<file path="src/rtl/seq_match_pkg.sv">
// Shared types and default constants for the sequence-matching arbiter.
package seq_match_pkg;

  typedef enum logic [1:0] {
    IDLE = 2'd0,
    FEED = 2'd1,
    RESP = 2'd2
  } state_t;

  localparam int          DEF_NUM_REQ     = 4;
  localparam int          DEF_DIGIT_W     = 4;
  localparam int          DEF_SEQ_LEN     = 4;
  localparam logic [15:0] DEF_RST_PATTERN = 16'h1094;

endpackage

</file>
<file path="src/rtl/seq_match_core.sv">
// Digit-serial comparator: counts SEQ_LEN digits and ANDs per-digit equality.
module seq_match_core
  import seq_match_pkg::*;
#(
  parameter int DIGIT_W = DEF_DIGIT_W,
  parameter int SEQ_LEN = DEF_SEQ_LEN
) (
  input  logic               clock,
  input  logic               reset_n,
  input  logic               i_start,
  input  logic               i_step,
  input  logic [DIGIT_W-1:0] i_digit,
  input  logic [DIGIT_W-1:0] i_pat_digit,
  output logic               o_done,
  output logic               o_match
);

  localparam int IDX_W = (SEQ_LEN > 1) ? $clog2(SEQ_LEN) : 1;

  logic [IDX_W-1:0] r_idx;
  logic             r_acc;
  logic             w_eq;

  assign w_eq    = (i_digit == i_pat_digit);
  // Match including the digit being compared this cycle.
  assign o_match = r_acc & w_eq;
  assign o_done  = i_step && (r_idx == IDX_W'(SEQ_LEN - 1));

  always_ff @(posedge clock) begin
    if (!reset_n) begin
      r_idx <= '0;
      r_acc <= 1'b0;
    end else if (i_start) begin
      r_idx <= '0;
      r_acc <= 1'b1;
    end else if (i_step) begin
      r_acc <= o_match;
      r_idx <= o_done ? '0 : r_idx + IDX_W'(1);
    end
  end

endmodule

</file>
<file path="src/rtl/seq_match_arbiter.sv">
// Round-robin arbiter feeding requester frames into one shared digit matcher,
// returning one tagged match/no-match response per accepted frame.
module seq_match_arbiter
  import seq_match_pkg::*;
#(
  parameter int NUM_REQ = DEF_NUM_REQ,
  parameter int DIGIT_W = DEF_DIGIT_W,
  parameter int SEQ_LEN = DEF_SEQ_LEN,
  parameter logic [SEQ_LEN*DIGIT_W-1:0] RST_PATTERN = DEF_RST_PATTERN
) (
  input  logic                                clock,
  input  logic                                reset_n,
  input  logic [NUM_REQ-1:0]                  req_valid,
  input  logic [NUM_REQ*SEQ_LEN*DIGIT_W-1:0]  req_digits,
  output logic [NUM_REQ-1:0]                  req_ready,
  input  logic                                cfg_we,
  input  logic [SEQ_LEN*DIGIT_W-1:0]          cfg_pattern,
  output logic                                rsp_valid,
  output logic [$clog2(NUM_REQ)-1:0]          rsp_id,
  output logic                                rsp_match,
  input  logic                                rsp_ready,
  output logic                                busy
);

  localparam int FRAME_W = SEQ_LEN * DIGIT_W;
  localparam int ID_W    = $clog2(NUM_REQ);

  state_t             r_state;
  logic [ID_W-1:0]    r_ptr;
  logic [FRAME_W-1:0] r_pattern;
  logic [FRAME_W-1:0] r_frame;
  logic [FRAME_W-1:0] r_snap;
  logic               r_rsp_valid;
  logic [ID_W-1:0]    r_rsp_id;
  logic               r_rsp_match;

  logic               w_any;
  logic [ID_W-1:0]    w_grant;
  logic [ID_W-1:0]    w_cand;
  logic               w_accept;
  logic               w_done;
  logic               w_match;

  // First valid requester scanning upward from the pointer, wrapping.
  always_comb begin
    w_any   = 1'b0;
    w_grant = '0;
    w_cand  = '0;
    for (int k = 0; k < NUM_REQ; k++) begin
      w_cand = ID_W'((int'(r_ptr) + k) % NUM_REQ);
      if (!w_any && req_valid[w_cand]) begin
        w_any   = 1'b1;
        w_grant = w_cand;
      end
    end
  end

  assign w_accept  = reset_n && (r_state == IDLE) && w_any;
  assign req_ready = w_accept ? ({{(NUM_REQ-1){1'b0}}, 1'b1} << w_grant) : '0;
  assign rsp_valid = r_rsp_valid;
  assign rsp_id    = r_rsp_id;
  assign rsp_match = r_rsp_match;
  assign busy      = (r_state != IDLE);

  always_ff @(posedge clock) begin
    if (!reset_n) begin
      r_state     <= IDLE;
      r_ptr       <= '0;
      r_pattern   <= RST_PATTERN;
      r_rsp_valid <= 1'b0;
      r_rsp_id    <= '0;
      r_rsp_match <= 1'b0;
    end else begin
      if (cfg_we) r_pattern <= cfg_pattern;
      case (r_state)
        IDLE: begin
          if (w_accept) begin
            r_state  <= FEED;
            r_rsp_id <= w_grant;
            r_ptr    <= (w_grant == ID_W'(NUM_REQ - 1)) ? '0 : w_grant + ID_W'(1);
          end
        end
        FEED: begin
          if (w_done) begin
            r_state     <= RESP;
            r_rsp_valid <= 1'b1;
            r_rsp_match <= w_match;
          end
        end
        RESP: begin
          if (rsp_ready) begin
            r_state     <= IDLE;
            r_rsp_valid <= 1'b0;
          end
        end
        default: r_state <= IDLE;
      endcase
    end
  end

  // Frame and pattern snapshot shift left so the top digit is always the one under compare.
  always_ff @(posedge clock) begin
    if (w_accept) begin
      r_frame <= req_digits[int'(w_grant)*FRAME_W +: FRAME_W];
      r_snap  <= r_pattern;
    end else if (r_state == FEED) begin
      r_frame <= r_frame << DIGIT_W;
      r_snap  <= r_snap << DIGIT_W;
    end
  end

  seq_match_core #(
    .DIGIT_W(DIGIT_W),
    .SEQ_LEN(SEQ_LEN)
  ) u_core (
    .clock      (clock),
    .reset_n    (reset_n),
    .i_start    (w_accept),
    .i_step     (r_state == FEED),
    .i_digit    (r_frame[FRAME_W-1 -: DIGIT_W]),
    .i_pat_digit(r_snap[FRAME_W-1 -: DIGIT_W]),
    .o_done     (w_done),
    .o_match    (w_match)
  );

endmodule

</file>
<file path="config.mk">
export PLATFORM = sky130hd
export DESIGN_NAME = seq_match_arbiter
export DESIGN_NICKNAME = d
export VERILOG_FILES = /design/src/rtl/seq_match_pkg.sv /design/src/rtl/seq_match_core.sv /design/src/rtl/seq_match_arbiter.sv
export SDC_FILE = /design/constraint.sdc
export NUM_CORES = 1
export LEC_CHECK = 0
export CAP_MARGIN = 20
export CORE_ASPECT_RATIO = 0.9
export CORE_MARGIN = 2
export CORE_UTILIZATION = 50
export DETAILED_ROUTE_END_ITERATION = 7
export PLACE_DENSITY = 0.85
export SLEW_MARGIN = 20
export SYNTH_ARGS = -nofsm -noshare
export SYNTH_HDL_FRONTEND = slang
export SYNTH_HIERARCHICAL = 1
export SYNTH_SLANG_ARGS = --single-unit
</file>
<file path="constraint.sdc">
create_clock -name clock -period 7 [get_ports clock]
set_clock_uncertainty 0.1 [all_clocks]
set_input_delay 1.4 -clock clock [delete_from_list [all_inputs] [get_ports clock]]
set_output_delay 1.4 -clock clock [all_outputs]
set_load 0.05 [all_outputs]
</file>
==> key figures, run 1 <==
Setup path
  • CP max FO: 12
  • Most Frequent Cell on Critical Path: clkdlybuf4s50_1
  • Crit path DAT: between 4 and 5 ns
  • CP startpoint kind: input port
  • R2R setup slack: about 4.3 ns
  • Worst Setup End Kind: primary output
  • Critical path class: input port to primary output
  • Critical path's slowest cell: clkdlybuf4s50_1
  • Critical R2R Launch: r_state[1]
  • FF-to-FF End: r_frame[13]
  • CP Data Required Time: roughly 5.5 ns
  • Worst r2r path cells: 6
  • Top Family by Delay on Critical Path: buffers and inverters
  • Worst Path Buf+Inv: 3
  • Worst-path cell chain: clkdlybuf4s50_1 > a21oi_1 > nor3_1 > or3_1 > clkinv_1 > ha_1 > and3_1 > clkdlybuf4s50_1
  • Worst path max stage delay: between 0.8 and 0.9 ns

Global routing
  • First-pass GRT wire length: between 10,000 and 15,000 um
  • Grt total ovfl: 0
  • Number of global-route vias before repair: around 2.4k
  • GRT Resource Usage Total: 21.5%
  • Initial antenna violation count: 0
  • Largest net degree at the start of global routing: 36

Pwr
  • P_int: between 0.6 and 0.7 mW
  • Clock Power Share: a little under a third
  • Peak supply drop: ~0.19 mV
  • Total power per unit cell area: roughly 230 mW/mm^2
  • Comb power frac: 24.6%
  • Seq pwr share: between 40% and 50%
  • Switching portion of total power: between 20% and 30%
  • Leak: between 1.5 and 2 nW
  • P_sw: ~0.26 mW

Placement
  • GP Congestion: 0.712
  • Placed Instances: around 440
  • Post-DP HPWL: 4940 um
  • Port bufs: 96

Finish
  • Ant diodes: 0
  • Layout cell share with drive strength beyond 1: under 10%
  • Synth-to-layout area growth: 37.6%
  • # nets final: 472
  • Non-Filler Instances: roughly 450

Drt
  • Drt via density: 5.30
  • DRT antenna net count: 0
  • First-pass DRT Iterations: 4
  • # DRC: 0
  • Iteration-0 DRC Markers: between 100 and 150
  • Routed via count: 2,407
  • Routed WL: slightly below 7000 um
  • Routed WL per cell: about 15 um

CTS
  • Hold Buf Count CTS: 0
  • Root buffer cell: clkbuf_8
  • Clock Tree Buf Depth: 2
  • H-tree levels: 3
  • Clock transition at path regs: ~0.060 ns
  • Num CTS Buffers: 9
  • Clk Latency, worst-skew pair: around 0.33 ns
  • CTS sink count: approximately 60
  • Setup bufs post-CTS: 0
  • CTS tree: done
  • Cts repair resizes: 0

STA
  • Final-report setup violation count: 0
  • Final Hold Violating Endpoints: 0
  • Fmax: ~180 MHz
  • Worst-Margin Slew: a little under 1 ns
  • Unrepaired setup endpoints after global routing: no
  • Fin crit share: approximately four fifths
  • Max Slew Vio Count: 0
  • Hold slack: roughly 0.37 ns
  • Slew Limit Headroom: 35.8%
  • Crit path time final: roughly 5.6 ns
  • Post-route setup TNS: 0 ns

Synth
  • Syn avg cell area: between 10 and 15 um^2
  • Cell Area, Synth: ~0.0030 mm^2
  • Mapped Nets: between 300 and 400
  • Sequential-to-total area share from yosys stat: slightly below 50%
  • Flops & latches, synth: 59
  • Ranking of synthesized cells by area: edfxtp_1 32%, dfxtp_1 18%, mux2i_1 16%
  • Post-Syn Instances: 286
  • Top-area cell type share of the netlist area: a little under a third
  • Synth area leader: edfxtp_1
  • Synth cell types: 37
  • YS warnings: 6

Floorplanning
  • IO Pins: slightly below 100
  • Initial core utilization: approximately 53%
  • Die Y: between 70 and 80 um
  • FP Rows: 26
  • Core Area: roughly 0.0058 mm^2
  • Die Area: between 0.006 and 0.007 mm^2
  • Width of the die: ~86 um

Run status
  • Run status: completed

Worst hold path
  • Hold path start: r_pattern[2]
  • Hold WC Path Type: flip-flop to flip-flop
  • Hold path endpoint: r_pattern[2]
  • Worst hold stages: 2

Run
  • MaxCap Viol Count: 0
[worst reg2reg max path, cell delays in order, from the launching register on]
cell and delay (ns):
dfxtp_1 0.36, nor3_2 0.61, nand2_1 0.11, buf_4 0.28
inv_2 0.28, nand2_1 0.36, o221ai_1 0.41
[worst max path at each step]
stage / start / end / slack (ns) / cells after the start
final: req_valid[0] / req_ready[3] / 1.45 / 8
after global routing: req_valid[0] / req_ready[3] / 1.33 / 8
after CTS: req_valid[0] / req_ready[3] / 1.46 / 8
after detailed placement: req_valid[0] / req_ready[3] / 1.47 / 8
after global placement: req_valid[0] / req_ready[3] / 1.55 / 8
after floorplan: req_valid[1] / req_ready[1] / 2.69 / 7
[synthesized netlist by cell type]
cell type  number
inv_1           5
and2_1          2
or3_1           1
o221a_1         1
a211oi_1        4
o221ai_1       12
nor3_1          1
nor2_1          7
nor3b_1         4
edfxtp_1       32
o21a_1          1
nand2_1        61
xor2_1          4
o21ai_1         1
and2_2          1
buf_6           2
buf_8           2
nand2b_1        2
o21ai_0         4
inv_2           4
o21bai_1        1
nor4_2          1
nor3_2          1
a221oi_2        2
nor2b_1        15
dfxtp_1        27
clkinv_1        1
mux2i_1        49
and3_1          8
a21boi_1        2
ha_1            5
buf_2           7
nor4_1          1
a21oi_1         4
a211oi_2        4
or2_1           1
clkbuf_1        6
[routing by layer]
| layer | track usage, % | wire, um |
|---|---|---|
| met1 | 29.2 | 3100 |
| met5 | 0 | 0 |
| met3 | 7.68 | 481 |
| met4 | 6.41 | 124 |
| met2 | 32.2 | 3170 |
[area by class of cell]
class / instances / area [um^2]
fill: 439 / 1600
sequential: 59 / 1500
multi-input combinational: 200 / 1400
timing repair buffer: 99 / 983
clock buffer: 10 / 128
tap: 70 / 87.6
clock inverter: 6 / 56.3
inverter: 10 / 37.5
[state kept, by name, indices dropped and copies added (netlist names)]
register / flops
r_frame: 16
r_pattern: 16
r_snap: 16
r_ptr: 2
r_state: 2
rsp_id: 2
u_core/r_idx: 2
rsp_match: 1
rsp_valid: 1
u_core/r_acc: 1
[cell usage in the layout (no fill, tap or decap), types with 5 or more instances in the layout]
cell type,n
clkdlybuf4s50_1,96
nand2_1,61
mux2i_1,49
edfxtp_1,32
dfxtp_1,27
nor2b_1,15
o221ai_1,12
clkbuf_8,9
and3_1,8
nor2_1,7
inv_1,5
ha_1,5
[kinds of logic (layout without fill, tap and decap cells)]
| logic type | count (synthesis) | after routing | synth area share (%) |
|---|---|---|---|
| simple gates | 106 | 106 | 16.7 |
| flops | 59 | 59 | 49.3 |
| mux | 49 | 49 | 16.1 |
| compound gates | 36 | 36 | 9.90 |
| buf+inv | 27 | 125 | 4.85 |
| fa+ha+maj | 5 | 5 | 2.05 |
| xor+xnor | 4 | 4 | 1.15 |
[power by group through the flow]
stage / Clock [mW] / Sequential (mW) / Combinational, mW
floorplan: 0 / 0.440 / 0.156
global placement: 0 / 0.439 / 0.229
detailed placement: 0 / 0.439 / 0.237
CTS: 0.293 / 0.432 / 0.237
global route: 0.309 / 0.437 / 0.258
finish: 0.287 / 0.432 / 0.235
[stage by stage]
step | setup slack [ns] | util [%] | total power [mW] | instance area (um^2)
5_1_grt | 1.33 | 72.4 | 1.00 | 4190
3_3_place_gp | 1.55 | 69.2 | 0.667 | 4010
6_report | 1.45 | 72.4 | 0.954 | 4190
4_1_cts | 1.46 | 72.4 | 0.963 | 4190
3_5_place_dp | 1.47 | 69.2 | 0.676 | 4010
2_1_floorplan | 2.69 | - | 0.596 | 3050
No activity file was read; power rests on OpenSTA's default activity.
==> run 2: changes to the inputs <==
CORE_UTILIZATION = 47   (was 50)
PLACE_DENSITY = 0.81   (was 0.85)
clock period = 5.4 ns   (was 7 ns; I/O delays follow)
==> run 2 against run 1 <==
  * Sequential share of layout area fell by 0.053 points
  * Combinational power rose by 29%
  * Global-route usage fell by 2.4 points
  * First-iteration DRC count rose by 7.3%
  * Die area rose by 6.1%
  * Clock power rose by 12%
  * Count of clock-buffer cells in the layout rose by 2
  * Critical path type unchanged
  * Critical endpoint unchanged
  * Largest cell class unchanged
==> key figures, run 2 (synthesis results as in run 1) <==
Run status
  • Run status: completed

Finish
  • Most frequent cells in the layout: 92 x clkdlybuf4s50_1, 61 x nand2_1, 49 x mux2i_1
  • Commonest non-fill, non-tap cell in the layout: clkdlybuf4s50_1
  • # nets final: 472 (unchanged)
  • Synth-to-layout area growth: 37.8%
  • Largest regs: r_frame x16, r_pattern x16, r_snap x16
  • Layout cell share with drive strength beyond 1: 8.59% (+0.52 points)
  • Design area: 0.00420 mm^2 (+0.15%)
  • Ant diodes: 0 (unchanged)
  • Non-Filler Instances: 471 (+3.7%)
  • Share of the core filled with cells: 67.9% (-4.5 points)

STA
  • Unrepaired setup endpoints after global routing: no
  • Fin crit share: roughly four fifths
  • Post-route setup TNS: 0 ns (unchanged)
  • Max Slew Vio Count: 0 (unchanged)
  • Fmax: about 230 MHz
  • Final setup margin: 1.01 ns (-0.434 ns)
  • Worst-Margin Slew: 0.977 ns (+0.0171 ns)
  • Hold slack: 0.381 ns (+0.00757 ns)
  • Crit path time final: approximately 4.4 ns
  • Final Hold Violating Endpoints: 0 (unchanged)
  • Slew Limit Headroom: 34.6% (-1.1 points)
  • Final-report setup violation count: 0 (unchanged)

Floorplanning
  • Die Y: 80.4 um (+3.0%)
  • IO Pins: 97 (unchanged)
  • Core Area: 0.00618 mm^2 (+6.8%)
  • FP Rows: 27 (+3.8%)
  • Initial core utilization: 49.3% (-3.3 points)
  • Die Area: 0.00714 mm^2 (+6.1%)
  • Width of the die: 88.9 um (+3.0%)

CTS
  • Setup bufs post-CTS: 0 (unchanged)
  • Num CTS Buffers: 9 (unchanged)
  • Clock Tree Buf Depth: 2 (unchanged)
  • H-tree levels: 3 (unchanged)
  • Clk Latency, worst-skew pair: 0.34 ns (about the same)
  • CTS tree: done
  • Hold Buf Count CTS: 0 (unchanged)
  • Clock transition at path regs: 0.06 ns (about the same)
  • Cts repair resizes: 0 (unchanged)
  • Root buffer cell: clkbuf_8
  • CTS sink count: 59 (unchanged)

Pwr
  • Leak: 1.73 nW (about the same)
  • Comb power frac: 25.6% (+1.0 points)
  • Switching portion of total power: 27.9% (+0.54 points)
  • Total power per unit cell area: 282 mW/mm^2 (+24%)
  • Seq pwr share: 47.3% (+2.0 points)
  • Clock Power Share: 27.1% (-3.0 points)
  • P_int: 0.854 mW (+23%)
  • Total power: 1.18 mW (+24%)
  • Peak supply drop: 0.189 mV (+1.1%)
  • P_sw: 0.331 mW (+27%)

Setup path
  • Crit path DAT: 3.21 ns (-0.84 ns)
  • FF-to-FF End: r_frame[13]
  • Worst r2r path cells: 6 (unchanged)
  • Critical path's slowest cell: clkdlybuf4s50_1
  • Worst-path cell chain: clkdlybuf4s50_1 > a21oi_1 > nor3_1 > or3_1 > clkinv_1 > ha_1 > and3_1 > buf_12
  • Worst path max stage delay: 0.57 ns (-0.24 ns)
  • CP max FO: 12 (unchanged)
  • CP Data Required Time: 4.22 ns (-1.28 ns)
  • Critical R2R Launch: r_state[1]
  • Worst Setup End Kind: primary output
  • CP startpoint kind: input port
  • R2R setup slack: 2.82 ns (-1.47 ns)
  • Critical path class: input port to primary output

Drt
  • Routed via count: 2,349 (-2.4%)
  • Drt via density: 4.99 (-5.9%)
  • # DRC: 0 (unchanged)
  • DRT antenna net count: 0 (unchanged)
  • Iteration-0 DRC Markers: 117 (+7.3%)
  • First-pass DRT Iterations: 4 (unchanged)
  • Routed WL per cell: 14.0 um (-7.6%)
  • Routed WL: 6590 um (-4.2%)

Placement
  • Worst slack at placement: 1.02 ns (-0.446 ns)
  • Placed inst area: 0.00404 mm^2 (+0.91%)
  • Post-DP HPWL: 4750 um (-3.8%)
  • Port bufs: 96 (unchanged)
  • Placed Instances: 455 (+3.9%)
  • GP Congestion: 0.740 (+4.0%)

Run
  • MaxCap Viol Count: 0 (unchanged)

Global routing
  • Largest net degree at the start of global routing: 36 (unchanged)
  • Grt total ovfl: 0 (unchanged)
  • GRT Resource Usage Total: 19.1% (-2.4 points)
  • Initial antenna violation count: 0 (unchanged)
  • Number of global-route vias before repair: 2,249 (-5.9%)
  • First-pass GRT wire length: 10,200 um (-8.7%)

Worst hold path
  • Hold path endpoint: r_pattern[2]
  • Worst hold stages: 2 (unchanged)
  • Hold WC Path Type: flip-flop to flip-flop
  • Hold path start: r_pattern[2]
[run 2: critical path: cells and delay by family]
kind / cells / cell delay (ns)
buffers and inverters: 3 / 1.01
AND/OR/NAND/NOR: 3 / 0.76
adder cells (fa/ha/maj): 1 / 0.24
AO/OA/AOI/OAI: 1 / 0.11
[run 2: metal layers]
metal,global-route usage [%],wire [um],up-vias
met1,24.0,2940,1079
met2,29.5,3060,56
met4,5.45,68,0
met5,0,0,-
met3,8.43,508,10
li1,-,-,1204
[run 2: cell type report]
type                    count  area, um^2
flip-flops and latches     59        1500
clock buffers              12         135
repair buffers             99         998
fillers                   508        1980
multi-input cells         200        1400
clock inverters             4        18.8
well taps                  87         109
inverters                  10        37.5
[run 2: worst max-delay path by stage]
stage / start / end / cells after the start
2_1_floorplan: req_valid[1] / req_ready[1] / 7
3_3_place_gp: req_valid[0] / req_ready[3] / 8
3_5_place_dp: req_valid[0] / req_ready[3] / 8
4_1_cts: req_valid[0] / req_ready[3] / 8
5_1_grt: req_valid[0] / req_ready[2] / 8
6_report: req_valid[0] / req_ready[3] / 8
[run 2: power by group through the flow]
stage                     Clock, mW  Sequential (mW)  Combinational (mW)
final                         0.321            0.561               0.303
after global routing          0.347            0.565               0.333
after CTS                     0.328            0.561               0.308
after detailed placement          0            0.570               0.307
after global placement            0            0.569               0.299
after floorplan                   0            0.571               0.202
